--- config.mk ---
export PLATFORM = sky130hd
export DESIGN_NAME = pistorm_txn_queue
export DESIGN_NICKNAME = d
export VERILOG_FILES = /design/src/rtl/pistorm_pkg.sv /design/src/rtl/pistorm_sync_fifo.sv /design/src/rtl/pistorm_txn_queue.sv
export SDC_FILE = /design/constraint.sdc
export NUM_CORES = 1
export LEC_CHECK = 0
export ABC_AREA = 1
export CORE_MARGIN = 3
export CORE_UTILIZATION = 60
export CTS_BUF_LIST = sky130_fd_sc_hd__clkbuf_4 sky130_fd_sc_hd__clkbuf_8 sky130_fd_sc_hd__clkbuf_16
export CTS_CLUSTER_DIAMETER = 100
export DETAILED_ROUTE_END_ITERATION = 7
export PLACE_DENSITY = 0.84
export SLEW_MARGIN = 15
export SYNTH_ARGS = -nofsm -noshare
export SYNTH_HDL_FRONTEND = slang
export SYNTH_SLANG_ARGS = --single-unit
export TNS_END_PERCENT = 20
--- constraint.sdc ---
create_clock -name PI_CLK -period 5.5 [get_ports PI_CLK]
set_clock_uncertainty 0.15 [all_clocks]
set_input_delay 1.65 -clock PI_CLK [delete_from_list [all_inputs] [get_ports PI_CLK]]
set_output_delay 1.65 -clock PI_CLK [all_outputs]
set_load 0.02 [all_outputs]
--- src/rtl/pistorm_pkg.sv ---
// Shared constants for the PiStorm posted-transaction queue: register map,
// queue entry layout and issue FSM encoding.
package pistorm_pkg;

  localparam logic [1:0] REG_DATA    = 2'd0;
  localparam logic [1:0] REG_ADDR_LO = 2'd1;
  localparam logic [1:0] REG_ADDR_HI = 2'd2;
  localparam logic [1:0] REG_STATUS  = 2'd3;

  // Control bits carried in an ADDR_HI write alongside the upper address byte.
  localparam int HI_BYTE_BIT = 8;
  localparam int HI_RW_BIT   = 9;

  // Entry layout, LSB first: lds_n, uds_n, rw, wdata, addr.
  localparam int ENTRY_LDS      = 0;
  localparam int ENTRY_UDS      = 1;
  localparam int ENTRY_RW       = 2;
  localparam int ENTRY_DATA_LSB = 3;

  function automatic int entry_addr_lsb(input int data_w);
    return ENTRY_DATA_LSB + data_w;
  endfunction

  function automatic int entry_width(input int addr_w, input int data_w);
    return addr_w + data_w + 3;
  endfunction

  typedef enum logic [1:0] {
    ST_IDLE  = 2'd0,
    ST_ISSUE = 2'd1,
    ST_WAIT  = 2'd2
  } issue_state_t;

endpackage

--- src/rtl/pistorm_sync_fifo.sv ---
// Single-clock FIFO with wrap-bit pointers; a push into a full FIFO is only
// accepted when a pop happens in the same cycle.
module pistorm_sync_fifo #(
  parameter int WIDTH = 8,
  parameter int DEPTH = 4
) (
  input  logic                     clk,
  input  logic                     rst,
  input  logic                     push,
  input  logic [WIDTH-1:0]         wr_data,
  input  logic                     pop,
  output logic [WIDTH-1:0]         head,
  output logic [$clog2(DEPTH):0]   count,
  output logic                     full,
  output logic                     empty
);

  localparam int AW = $clog2(DEPTH);

  logic [AW:0]      wr_ptr_q, wr_ptr_d;
  logic [AW:0]      rd_ptr_q, rd_ptr_d;
  logic [WIDTH-1:0] mem_q [DEPTH];
  logic             push_ok;
  logic             pop_ok;

  assign empty = (wr_ptr_q == rd_ptr_q);
  assign full  = (wr_ptr_q[AW] != rd_ptr_q[AW]) && (wr_ptr_q[AW-1:0] == rd_ptr_q[AW-1:0]);
  assign count = wr_ptr_q - rd_ptr_q;
  assign head  = mem_q[rd_ptr_q[AW-1:0]];

  always_comb begin
    pop_ok   = pop && !empty;
    push_ok  = push && (!full || pop_ok);
    wr_ptr_d = wr_ptr_q;
    rd_ptr_d = rd_ptr_q;
    if (push_ok) wr_ptr_d = wr_ptr_q + 1'b1;
    if (pop_ok)  rd_ptr_d = rd_ptr_q + 1'b1;
  end

  always_ff @(posedge clk or posedge rst) begin
    if (rst) begin
      wr_ptr_q <= '0;
      rd_ptr_q <= '0;
    end else begin
      wr_ptr_q <= wr_ptr_d;
      rd_ptr_q <= rd_ptr_d;
    end
  end

  // Storage needs no reset: the pointers define which slots are meaningful.
  always_ff @(posedge clk) begin
    if (push_ok) mem_q[wr_ptr_q[AW-1:0]] <= wr_data;
  end

endmodule

--- src/rtl/pistorm_txn_queue.sv ---
// Posted-transaction queue: assembles Pi register writes into 68K bus ops,
// buffers them, and issues them one at a time to the bus-cycle engine.
module pistorm_txn_queue
  import pistorm_pkg::*;
#(
  parameter int DEPTH  = 4,
  parameter int ADDR_W = 24,
  parameter int DATA_W = 16
) (
  input  logic              PI_CLK,
  input  logic              PI_RST,
  input  logic              reg_wr,
  input  logic [1:0]        reg_sel,
  input  logic [DATA_W-1:0] reg_wdata,
  output logic              op_valid,
  input  logic              op_ready,
  output logic [ADDR_W-1:0] op_addr,
  output logic [DATA_W-1:0] op_wdata,
  output logic              op_rw,
  output logic              op_uds_n,
  output logic              op_lds_n,
  input  logic              op_done,
  input  logic [DATA_W-1:0] op_rdata,
  output logic [DATA_W-1:0] rd_data,
  output logic              busy,
  output logic              full,
  output logic              overflow
);

  localparam int EW   = entry_width(ADDR_W, DATA_W);
  localparam int ALSB = entry_addr_lsb(DATA_W);
  localparam int CW   = $clog2(DEPTH) + 1;

  issue_state_t      state_q, state_d;
  logic [DATA_W-1:0] stage_data_q, stage_data_d;
  logic [15:0]       stage_addr_q, stage_addr_d;
  logic [DATA_W-1:0] rd_data_q, rd_data_d;
  logic              inflight_rd_q, inflight_rd_d;
  logic              overflow_q, overflow_d;
  logic              busy_q, busy_d;
  logic              full_q, full_d;

  logic              push_req;
  logic              push_ok;
  logic              pop;
  logic [EW-1:0]     push_entry;
  logic [EW-1:0]     fifo_head;
  logic [CW-1:0]     fifo_count;
  logic [CW-1:0]     count_d;
  logic              fifo_full;
  logic              fifo_empty;

  pistorm_sync_fifo #(
    .WIDTH(EW),
    .DEPTH(DEPTH)
  ) u_fifo (
    .clk    (PI_CLK),
    .rst    (PI_RST),
    .push   (push_ok),
    .wr_data(push_entry),
    .pop    (pop),
    .head   (fifo_head),
    .count  (fifo_count),
    .full   (fifo_full),
    .empty  (fifo_empty)
  );

  // Staging registers and entry assembly from the ADDR_HI write.
  always_comb begin
    stage_data_d = stage_data_q;
    stage_addr_d = stage_addr_q;
    push_req     = 1'b0;
    push_entry   = '0;
    push_entry[ALSB +: ADDR_W]            = {reg_wdata[ADDR_W-17:0], stage_addr_q};
    push_entry[ENTRY_DATA_LSB +: DATA_W]  = stage_data_q;
    push_entry[ENTRY_RW]                  = reg_wdata[HI_RW_BIT];
    push_entry[ENTRY_UDS]                 = reg_wdata[HI_BYTE_BIT] & stage_addr_q[0];
    push_entry[ENTRY_LDS]                 = reg_wdata[HI_BYTE_BIT] & ~stage_addr_q[0];
    if (reg_wr) begin
      case (reg_sel)
        REG_DATA:    stage_data_d = reg_wdata;
        REG_ADDR_LO: stage_addr_d = reg_wdata[15:0];
        REG_ADDR_HI: push_req     = 1'b1;
        default:     ;
      endcase
    end
  end

  always_comb begin
    state_d       = state_q;
    pop           = 1'b0;
    inflight_rd_d = inflight_rd_q;
    rd_data_d     = rd_data_q;
    case (state_q)
      ST_IDLE: begin
        if (!fifo_empty) state_d = ST_ISSUE;
      end
      ST_ISSUE: begin
        if (op_ready) begin
          pop           = 1'b1;
          inflight_rd_d = fifo_head[ENTRY_RW];
          state_d       = ST_WAIT;
        end
      end
      ST_WAIT: begin
        if (op_done) begin
          if (inflight_rd_q) rd_data_d = op_rdata;
          // A push landing this cycle counts, so back-to-back posts see no idle bubble.
          state_d = (!fifo_empty || push_req) ? ST_ISSUE : ST_IDLE;
        end
      end
      default: state_d = ST_IDLE;
    endcase
  end

  always_comb begin
    push_ok    = push_req && (!fifo_full || pop);
    count_d    = fifo_count + CW'(push_ok) - CW'(pop);
    busy_d     = (count_d != '0) || (state_d != ST_IDLE);
    full_d     = (count_d == CW'(DEPTH));
    overflow_d = overflow_q;
    if (reg_wr && reg_sel == REG_STATUS) overflow_d = 1'b0;
    else if (push_req && fifo_full && !pop) overflow_d = 1'b1;
  end

  always_ff @(posedge PI_CLK or posedge PI_RST) begin
    if (PI_RST) begin
      state_q       <= ST_IDLE;
      stage_data_q  <= '0;
      stage_addr_q  <= '0;
      rd_data_q     <= '0;
      inflight_rd_q <= 1'b0;
      overflow_q    <= 1'b0;
      busy_q        <= 1'b0;
      full_q        <= 1'b0;
    end else begin
      state_q       <= state_d;
      stage_data_q  <= stage_data_d;
      stage_addr_q  <= stage_addr_d;
      rd_data_q     <= rd_data_d;
      inflight_rd_q <= inflight_rd_d;
      overflow_q    <= overflow_d;
      busy_q        <= busy_d;
      full_q        <= full_d;
    end
  end

  // Op fields are gated so they read as zero whenever nothing is offered.
  assign op_valid = (state_q == ST_ISSUE);
  assign op_addr  = op_valid ? fifo_head[ALSB +: ADDR_W] : '0;
  assign op_wdata = op_valid ? fifo_head[ENTRY_DATA_LSB +: DATA_W] : '0;
  assign op_rw    = op_valid & fifo_head[ENTRY_RW];
  assign op_uds_n = op_valid & fifo_head[ENTRY_UDS];
  assign op_lds_n = op_valid & fifo_head[ENTRY_LDS];

  assign rd_data  = rd_data_q;
  assign busy     = busy_q;
  assign full     = full_q;
  assign overflow = overflow_q;

endmodule

# [After elaboration in Yosys (flattened, before gate mapping)]
# Memories as Yosys holds them, arrays and structs flattened.
# Index checks and enable logic that the tools add are counted.
[classes] add_sub_neg=5 eq_ne=9 mux=15 bitwise=6 n_reduce_logical=23
[op_table] op="$mux W24" n=1
[op_table] op="$mux W16" n=1
[op_table] op="$mux W1" n=9
[op_table] op="$logic_and A1 B1 Y1" n=7
[op_table] op="$add A3 B1 Y3 const B" n=2
[op_table] op="$eq A2 B2 Y1 const B" n=3
[op_table] op="$mux W2" n=3
[op_table] op="$pmux W2 S3" n=1
[op_table] op="$reduce_and A2 Y1" n=3
[op_table] op="$and A1 B1 Y1" n=5
[op_table] op="$eq A2 B1 Y1 const B" n=2
[op_table] op="$logic_not A2 Y1" n=2
[op_table] op="$logic_or A1 B1 Y1" n=4
[op_table] op="$reduce_bool A2 Y1" n=2
[op_table] op="$add A3 B1 Y3" n=1
[op_table] op="$eq A3 B3 Y1" n=1
[op_table] op="$eq A3 B3 Y1 const B" n=1
[op_table] op="$logic_not A1 Y1" n=3
[op_table] op="$reduce_and A3 Y1" n=1
[op_table] op="$reduce_bool A3 Y1" n=1
[op_table] op="$sub A3 B1 Y3" n=1
[op_table] op="$sub A3 B3 Y3" n=1
[op_table] op="$eq A2 B2 Y1" n=1
[op_table] op="$ne A1 B1 Y1" n=1
[op_table] op="$not A1 Y1" n=1
[word_totals] reg_bits=60 mem_bits_rw=172 input_bits=39 n_memories=1
[memory_table] memory="u_fifo.mem_q" depth=4 word_bits=43 read_ports=1 rd_clocked_by_memory_dff=0 write_ports=1 line_no="pistorm_sync_fifo.sv:22" source="logic [WIDTH-1:0] mem_q [DEPTH];"

# [Logic depth before layout (Yosys ltp)]
# Gate-level depths: netlist of run 1.
[logic_depth] depth_word=9 ltp_mapped=21

# [Cells and area by module]
# Synthesis of run 1 repeated with hierarchy kept, for this count alone.
[unflattened] hier_cells=815 hier_area_um2=9431.5
[by_module_without_submodules] module="pistorm_sync_fifo" instances=1 cells_each=479 area_each_um2=6854.1 seq_area_each_um2=5315.1
[by_module_without_submodules] module="pistorm_txn_queue" instances=1 cells_each=336 area_each_um2=2577.5 seq_area_each_um2=1351.3

# [Least setup slack after synthesis of run 1]
# No wires, ideal clock.
[synth_timing] kind="in2reg" from="input port op_ready" to="register busy_q, in the netlist busy" setup_time_ns=0.125 arrival_ns=3.663 t_required_ns=5.225 path_slack_ns=1.562 cell_stages=15 cell_sequence="inv_1 > nor2_4 > nor2_1 > nand2_4 > nand2_8 > inv_1 > fa_1 > inv_1 > fa_1 > inv_1 > ha_1 > nor2_1 > nand3_1 > nor2_1 > nand3_1"
[synth_via] elab_chain_len=8 elab_cells_between_ends=11
[synth_lines] element="from (decl)" line_no="pistorm_txn_queue.sv:16" source="input logic op_ready,"
[synth_lines] element="$mux W1" line_no="pistorm_txn_queue.sv:99" source="if (op_ready) begin"
[synth_lines] element="$mux W1" line_no="pistorm_txn_queue.sv:94" source="case (state_q)"
[synth_lines] element="$logic_or A1 B1 Y1" line_no="pistorm_txn_queue.sv:117" source="push_ok = push_req && (!fifo_full || pop);"
[synth_lines] element="$logic_and A1 B1 Y1" line_no="pistorm_txn_queue.sv:117"
[synth_lines] element="$add A3 B1 Y3" line_no="pistorm_txn_queue.sv:118" source="count_d = fifo_count + CW'(push_ok) - CW'(pop);"
[synth_lines] element="$sub A3 B1 Y3" line_no="pistorm_txn_queue.sv:118"
[synth_lines] element="$reduce_bool A3 Y1" line_no="pistorm_txn_queue.sv:119" source="busy_d = (count_d != '0) || (state_d != ST_IDLE);"
[synth_lines] element="$logic_or A1 B1 Y1 *" line_no="pistorm_txn_queue.sv:119"
[synth_lines] element="named net busy_d" line_no="pistorm_txn_queue.sv:40" source="logic busy_q, busy_d;"
[synth_lines] element="to (signal assigned)" line_no="pistorm_txn_queue.sv:143" source="busy_q <= busy_d;"
[synth_lines] element="to (decl)" line_no="pistorm_txn_queue.sv:40"
# Mark *: on every way through the listed nets, which the timed path passes. The rest lies on a longest branch.
# A chain may end at the register's enable or synchronous reset.

# [Worst setup path after layout of run 1]
[layout_timing] from="register u_fifo.rd_ptr_q[0]" to="output port op_addr[15]"
[layout_via] elab_chain_len=2
[layout_lines] element="from (decl)" line_no="pistorm_sync_fifo.sv:21" source="logic [AW:0] rd_ptr_q, rd_ptr_d;"
[layout_lines] element="from (signal assigned)" line_no="pistorm_sync_fifo.sv:46" source="rd_ptr_q <= rd_ptr_d;"
[layout_lines] element="$mem_v2 Z4 W43"
[layout_lines] element="$mux W24" line_no="pistorm_txn_queue.sv:150" source="assign op_addr = op_valid ? fifo_head[ALSB +: ADDR_W] : '0;"
[layout_lines] element="to (decl)" line_no="pistorm_txn_queue.sv:17" source="output logic [ADDR_W-1:0] op_addr,"
# Every way passes these cells.

==> results of run 1 <==
==> routing by layer <==
metal | global-route usage | up-vias | part of all wire
met5 | 0 | - | 0
met4 | 0.0684 | 0 | 0.020
met3 | 0.0382 | 32 | 0.074
met2 | 0.416 | 273 | 0.50
met1 | 0.330 | 3032 | 0.41
li1 | - | 2965 | -
==> worst max-delay path, cell delays in order, from the launching register on <==
cell	delay [ns]
sky130_fd_sc_hd__dfrtp_2	0.59
sky130_fd_sc_hd__buf_4	0.45
sky130_fd_sc_hd__nor2_1	0.11
sky130_fd_sc_hd__nor2_1	0.13
sky130_fd_sc_hd__o21ai_0	0.10
sky130_fd_sc_hd__a21oi_1	0.26
sky130_fd_sc_hd__clkdlybuf4s50_1	0.67
==> kinds of logic after synthesis <==
family | Yosys count | share of synthesized area
simple gates | 322 | 0.143
flops | 232 | 0.713
fa+ha+maj | 9 | 0.0137
xor+xnor | 2 | 0.00187
buf+inv | 84 | 0.0400
compound gates | 165 | 0.0889
==> worst paths after layout <==
check	endpoint	depth (start not counted)
max	op_addr[15]	6
min	rd_data[4]$_DFFE_PP0P_	2
max reg2reg	busy$_DFF_PP0_	16
min reg2reg	rd_data[4]$_DFFE_PP0P_	2
max in group asynchronous	u_fifo.rd_ptr_q[0]$_DFFE_PP0P_	3
min in group asynchronous	stage_addr_q[4]$_DFFE_PP0P_	2
==> power by group <==
part	switching (µW)	leakage [µW]	internal [µW]
Combinational	1390	0.00165	848
Clock	626	0.000375	899
Sequential	181	0.00231	2140
==> cell usage after synthesis (all sizes together) <==
cell | number | area share
a21boi | 1 | 0.00080
a21oi | 44 | 0.024
and2 | 1 | 0.00094
buf | 21 | 0.014
clkbuf | 21 | 0.0084
dfrtp | 60 | 0.16
edfxtp | 172 | 0.55
fa | 2 | 0.0043
ha | 7 | 0.0094
inv | 42 | 0.017
nand2 | 105 | 0.047
nand3 | 28 | 0.015
nand4 | 3 | 0.0020
nor2 | 184 | 0.076
nor3 | 1 | 0.0017
o21a | 1 | 0.00080
o21ai | 119 | 0.064
xor2 | 2 | 0.0019
==> stage by stage <==
stage	area [µm²]	hold WS, ns	util	power [µW]	setup WS (ns)
2_1_floorplan	9350	0.326	-	3710	1.56
3_3_place_gp	10500	0.303	0.706	4510	0.919
3_5_place_dp	10500	0.308	0.706	4580	0.818
4_1_cts	11200	0.322	0.756	6110	0.870
5_1_grt	11200	0.332	0.756	6440	0.712
6_report	11200	0.318	0.756	6080	0.880
==> sequential cells by signal, summed over array words and instances, names as in the netlist <==
signal / count
state_q: 2
stage_addr_q: 16
u_fifo.mem_q: 172
rd_data: 16
busy: 1
overflow: 1
u_fifo.rd_ptr_q: 3
stage_data_q: 16
inflight_rd_q: 1
full: 1
u_fifo.wr_ptr_q: 3
==> layout make-up <==
type | instances | area [µm²] | area share
clock buffer | 34 | 677 | 0.0602
clock inverter | 8 | 63.8 | 0.00568
inverter | 42 | 163 | 0.0145
multi-input combinational | 498 | 2330 | 0.207
sequential | 232 | 6670 | 0.593
tap | 184 | 230 | 0.0205
timing repair buffer | 111 | 1110 | 0.0988
==> flow_metrics.tcl, run 1 <==
set metrics [dict create \
    timing.hold.worst.class "register to register" \
    routedWlPerCell_um 18.4 \
    crit_path_start_kind "register" \
    cts_resized 0 \
    cp.arrival_ns 2.82 \
    timing.final.max_slew_violations 0 \
    netlist-cell-type-count 28 \
    cts_hold_fix_bufs 0 \
    first_pass_iters 5 \
    layout.cells.most_common "sky130_fd_sc_hd__nor2_1" \
    vias_per_cell 5.68 \
    place.gp.congestion 0.825 \
    clock-sinks 232 \
    core_region_mm2 0.0149 \
    static-leakage-power_uw 0.00433 \
    grt_max_degree 90 \
    cts.reportedPaths.clkPinSlew_ns 0.06 \
    final_layout_size_suffix_gt1_frac 0.0778 \
    portBuffers 101 \
    cts_buffer_depth 3 \
    place_hpwl_mm 11.6 \
    hold_start "rd_data[4]$_DFFE_PP0P_" \
    mostFrequentLayoutCells "sky130_fd_sc_hd__nor2_1 (179), sky130_fd_sc_hd__edfxtp_1 (172), sky130_fd_sc_hd__o21ai_0 (119)" \
    layoutNonFillerInstCount 1109 \
    routed_wl_mm 20.4 \
    gr-usage-all-layers 0.244 \
    fin_crit_sh 0.840 \
    tightest_slew_ns 1.15 \
    start_util 0.629 \
    ff2ff_setup_slack_ns 1.69 \
    syn_area_per_cell_um2 11.5 \
    ys_seq_area_frac 0.713 \
    boundaryPins 102 \
    grt_pass1_vias 6168 \
    cts_inserted_buffers 23 \
    synth_nets 862 \
    timing.critical_path.from "u_fifo.rd_ptr_q[0]$_DFFE_PP0P_" \
    row_count 44 \
    maxCapViolCount 0 \
    syn2layout_area_growth_pct 20.2 \
    number_of_endpoints_with_negative_hold_slack_in_the_final_report 0 \
    timing_worst_setup_path_type "register to output port" \
    layout.nets 956 \
    setup_total_negative_slack_ns 0 \
    fmax_ghz 0.216 \
    nFillCells 950 \
    irDropWorstVdd_mv 0.323 \
    cts_root_buf "sky130_fd_sc_hd__clkbuf_16" \
    setup-violations-final 0 \
    htreeDepth 1 \
    postCtsSetupBuffers 0 \
    drc_viols 0 \
    post-place-cells 1067 \
    num_vias 6302 \
    grt_setup_unrepaired "false" \
    clock_latency_ns 0.51 \
    slew_limit_headroom 0.233 \
    netlist_instances 814 \
    die_x_um 131 \
    tritoncts "built" \
    synth_area_mm2 0.00935 \
    postRouteAntennaNets 0 \
    synth.ff_latch_count 232 \
    power_density_mw_per_mm2 541 \
    grt_overflow_total 0 \
    rr_startpoint "u_fifo.rd_ptr_q[1]$_DFFE_PP0P_" \
    die-area_mm2 0.0171 \
    worstSetupEndpointType "output port" \
    period_needed_ns 4.62 \
    first_pass_grt_wire_length_mm 32.4 \
    outcome "finished, final reports clean" \
    initial_antenna_violation_count 0 \
    cp.required_ns 3.70 \
    ant_diodes 0 \
    synth.yosys.warnings 0 \
    critical_path_peak_fanout 36 \
    first_iter_violations 545 \
    floorplan.die.height_um 131 \
]
Note: power is estimated with default switching activity, not from simulation.
==> run 2: changes to the inputs <==
CORE_UTILIZATION = 51   (was 60)
PLACE_DENSITY = 0.76   (was 0.84)
clock period = 4.2 ns   (was 5.5 ns; I/O delays follow)
==> flow_metrics.tcl, run 2 (synthesized netlist as in run 1, its figures left out) <==
set metrics [dict create \
    outcome "finished, final reports clean" \
    final_layout_size_suffix_gt1_frac 0.0860 \
    placement.setup.worst_slack_ns 0.114 \
    cts_buffer_depth 3 \
    crit_path_start_kind "register" \
    grt_pass1_vias 6209 \
    floorplan.die.height_um 141 \
    postCtsSetupBuffers 0 \
    place_hpwl_mm 11.7 \
    timing.final.max_slew_violations 0 \
    routedWlPerCell_um 17.9 \
    power_density_mw_per_mm2 707 \
    grt_setup_unrepaired "false" \
    die-area_mm2 0.0200 \
    slew_limit_headroom 0.427 \
    htreeDepth 1 \
    multiInputGateArea_mm2 0.00233 \
    core_region_mm2 0.0176 \
    timing.hold.worst.class "register to register" \
    cp.required_ns 2.79 \
    placed_cell_area_mm2 0.0106 \
    place.gp.congestion 0.802 \
    static-leakage-power_uw 0.00437 \
    clock-sinks 232 \
    die_x_um 141 \
    ff_latch_area_mm2 0.00667 \
    layout.cells.most_common "sky130_fd_sc_hd__nor2_1" \
    critical_path_peak_fanout 89 \
    initial_antenna_violation_count 0 \
    layout.nets 962 \
    fmax_ghz 0.245 \
    cts_root_buf "sky130_fd_sc_hd__clkbuf_16" \
    setup-violations-final 0 \
    cts_inserted_buffers 23 \
    tightest_slew_ns 0.858 \
    first_pass_grt_wire_length_mm 32.9 \
    flip_flop_count_of_the_largest_register_all_copies_and_words_added 172 \
    portBuffers 101 \
    gr-usage-all-layers 0.207 \
    setup_total_negative_slack_ns 0 \
    grt_overflow_total 0 \
    cts.reportedPaths.clkPinSlew_ns 0.06 \
    timing_worst_setup_path_type "register to output port" \
    period_needed_ns 4.08 \
    fin_crit_sh 0.971 \
    maxCapViolCount 0 \
    first_iter_violations 412 \
    vias_per_cell 5.40 \
    row_count 48 \
    cts_hold_fix_bufs 0 \
    boundaryPins 102 \
    cts_resized 0 \
    layout.cell_area.non_filler_mm2 0.0114 \
    routed_wl_mm 20.7 \
    num_vias 6238 \
    syn2layout_area_growth_pct 22.0 \
    ant_diodes 0 \
    first_pass_iters 5 \
    tritoncts "built" \
    postRouteAntennaNets 0 \
    worstSetupEndpointType "output port" \
    clock_latency_ns 0.50 \
    start_util 0.531 \
    setup_ws_ns 0.122 \
    grt_max_degree 90 \
    nFillCells 1308 \
    ff2ff_setup_slack_ns 0.90 \
    mostFrequentLayoutCells "sky130_fd_sc_hd__nor2_1 (179), sky130_fd_sc_hd__edfxtp_1 (172), sky130_fd_sc_hd__o21ai_0 (119)" \
    irDropWorstVdd_mv 0.943 \
    number_of_endpoints_with_negative_hold_slack_in_the_final_report 0 \
    cp.arrival_ns 2.67 \
    drc_viols 0 \
]
==> run 2: cell count changes in the layout (fill, tap and decap cells not counted), sizes merged <==
cell / previous run / this run
buf: 10 / 16
clkbuf: 34 / 31
clkinvlp: 0 / 2
bufinv: 1 / 2
inv: 43 / 42
==> run 2: area by class of cell <==
class                   count  share of cell area
flip-flops and latches    232               0.585
multi-input cells         498               0.204
repair buffers            117               0.106
clock buffers              31              0.0568
well taps                 225              0.0247
inverters                  42              0.0143
clock inverters            10             0.00944
==> run 2: power breakdown <==
part / leakage (µW) / total [µW] / internal [µW] / switching, µW
Sequential: 0.00231 / 3000 / 2800 / 199
Combinational: 0.00169 / 3040 / 1160 / 1880
Clock: 0.000375 / 2030 / 1210 / 819
Total: 0.00437 / 8070 / 5160 / 2900
==> run 2: path summary, 6_finish.rpt <==
path | start | endpoint | cells past startpoint
max | u_fifo.rd_ptr_q[0]$_DFFE_PP0P_ | op_wdata[3] | 4
min | rd_data[0]$_DFFE_PP0P_ | rd_data[0]$_DFFE_PP0P_ | 2
max reg2reg | u_fifo.rd_ptr_q[0]$_DFFE_PP0P_ | busy$_DFF_PP0_ | 16
min reg2reg | rd_data[0]$_DFFE_PP0P_ | rd_data[0]$_DFFE_PP0P_ | 2
max in group asynchronous | PI_RST | rd_data[10]$_DFFE_PP0P_ | 3
min in group asynchronous | PI_RST | state_q[0]$_DFF_PP0_ | 2
==> run 2: routing by layer <==
metal | global-route usage | share of wire
met2 | 0.345 | 0.48
met4 | 0.0530 | 0.017
met5 | 0 | 0
met1 | 0.290 | 0.44
met3 | 0.0330 | 0.066
==> run 2: per-stage QoR <==
stage           util  power [µW]  cells  hold WS, ns
6_report       0.648        8070   1155        0.319
5_1_grt        0.648        8520   1155        0.344
4_1_cts        0.648        8120   1155        0.323
3_5_place_dp   0.605        6080   1114        0.308
3_3_place_gp   0.605        6020   1114        0.303
2_1_floorplan      -        4850    814        0.326
==> run 2: critical path, stage by stage, from the launching register on <==
cell	delay, ns
sky130_fd_sc_hd__dfrtp_2	0.44
sky130_fd_sc_hd__inv_6	0.45
sky130_fd_sc_hd__o21ai_0	0.25
sky130_fd_sc_hd__a21oi_1	0.33
sky130_fd_sc_hd__clkdlybuf4s50_1	0.67
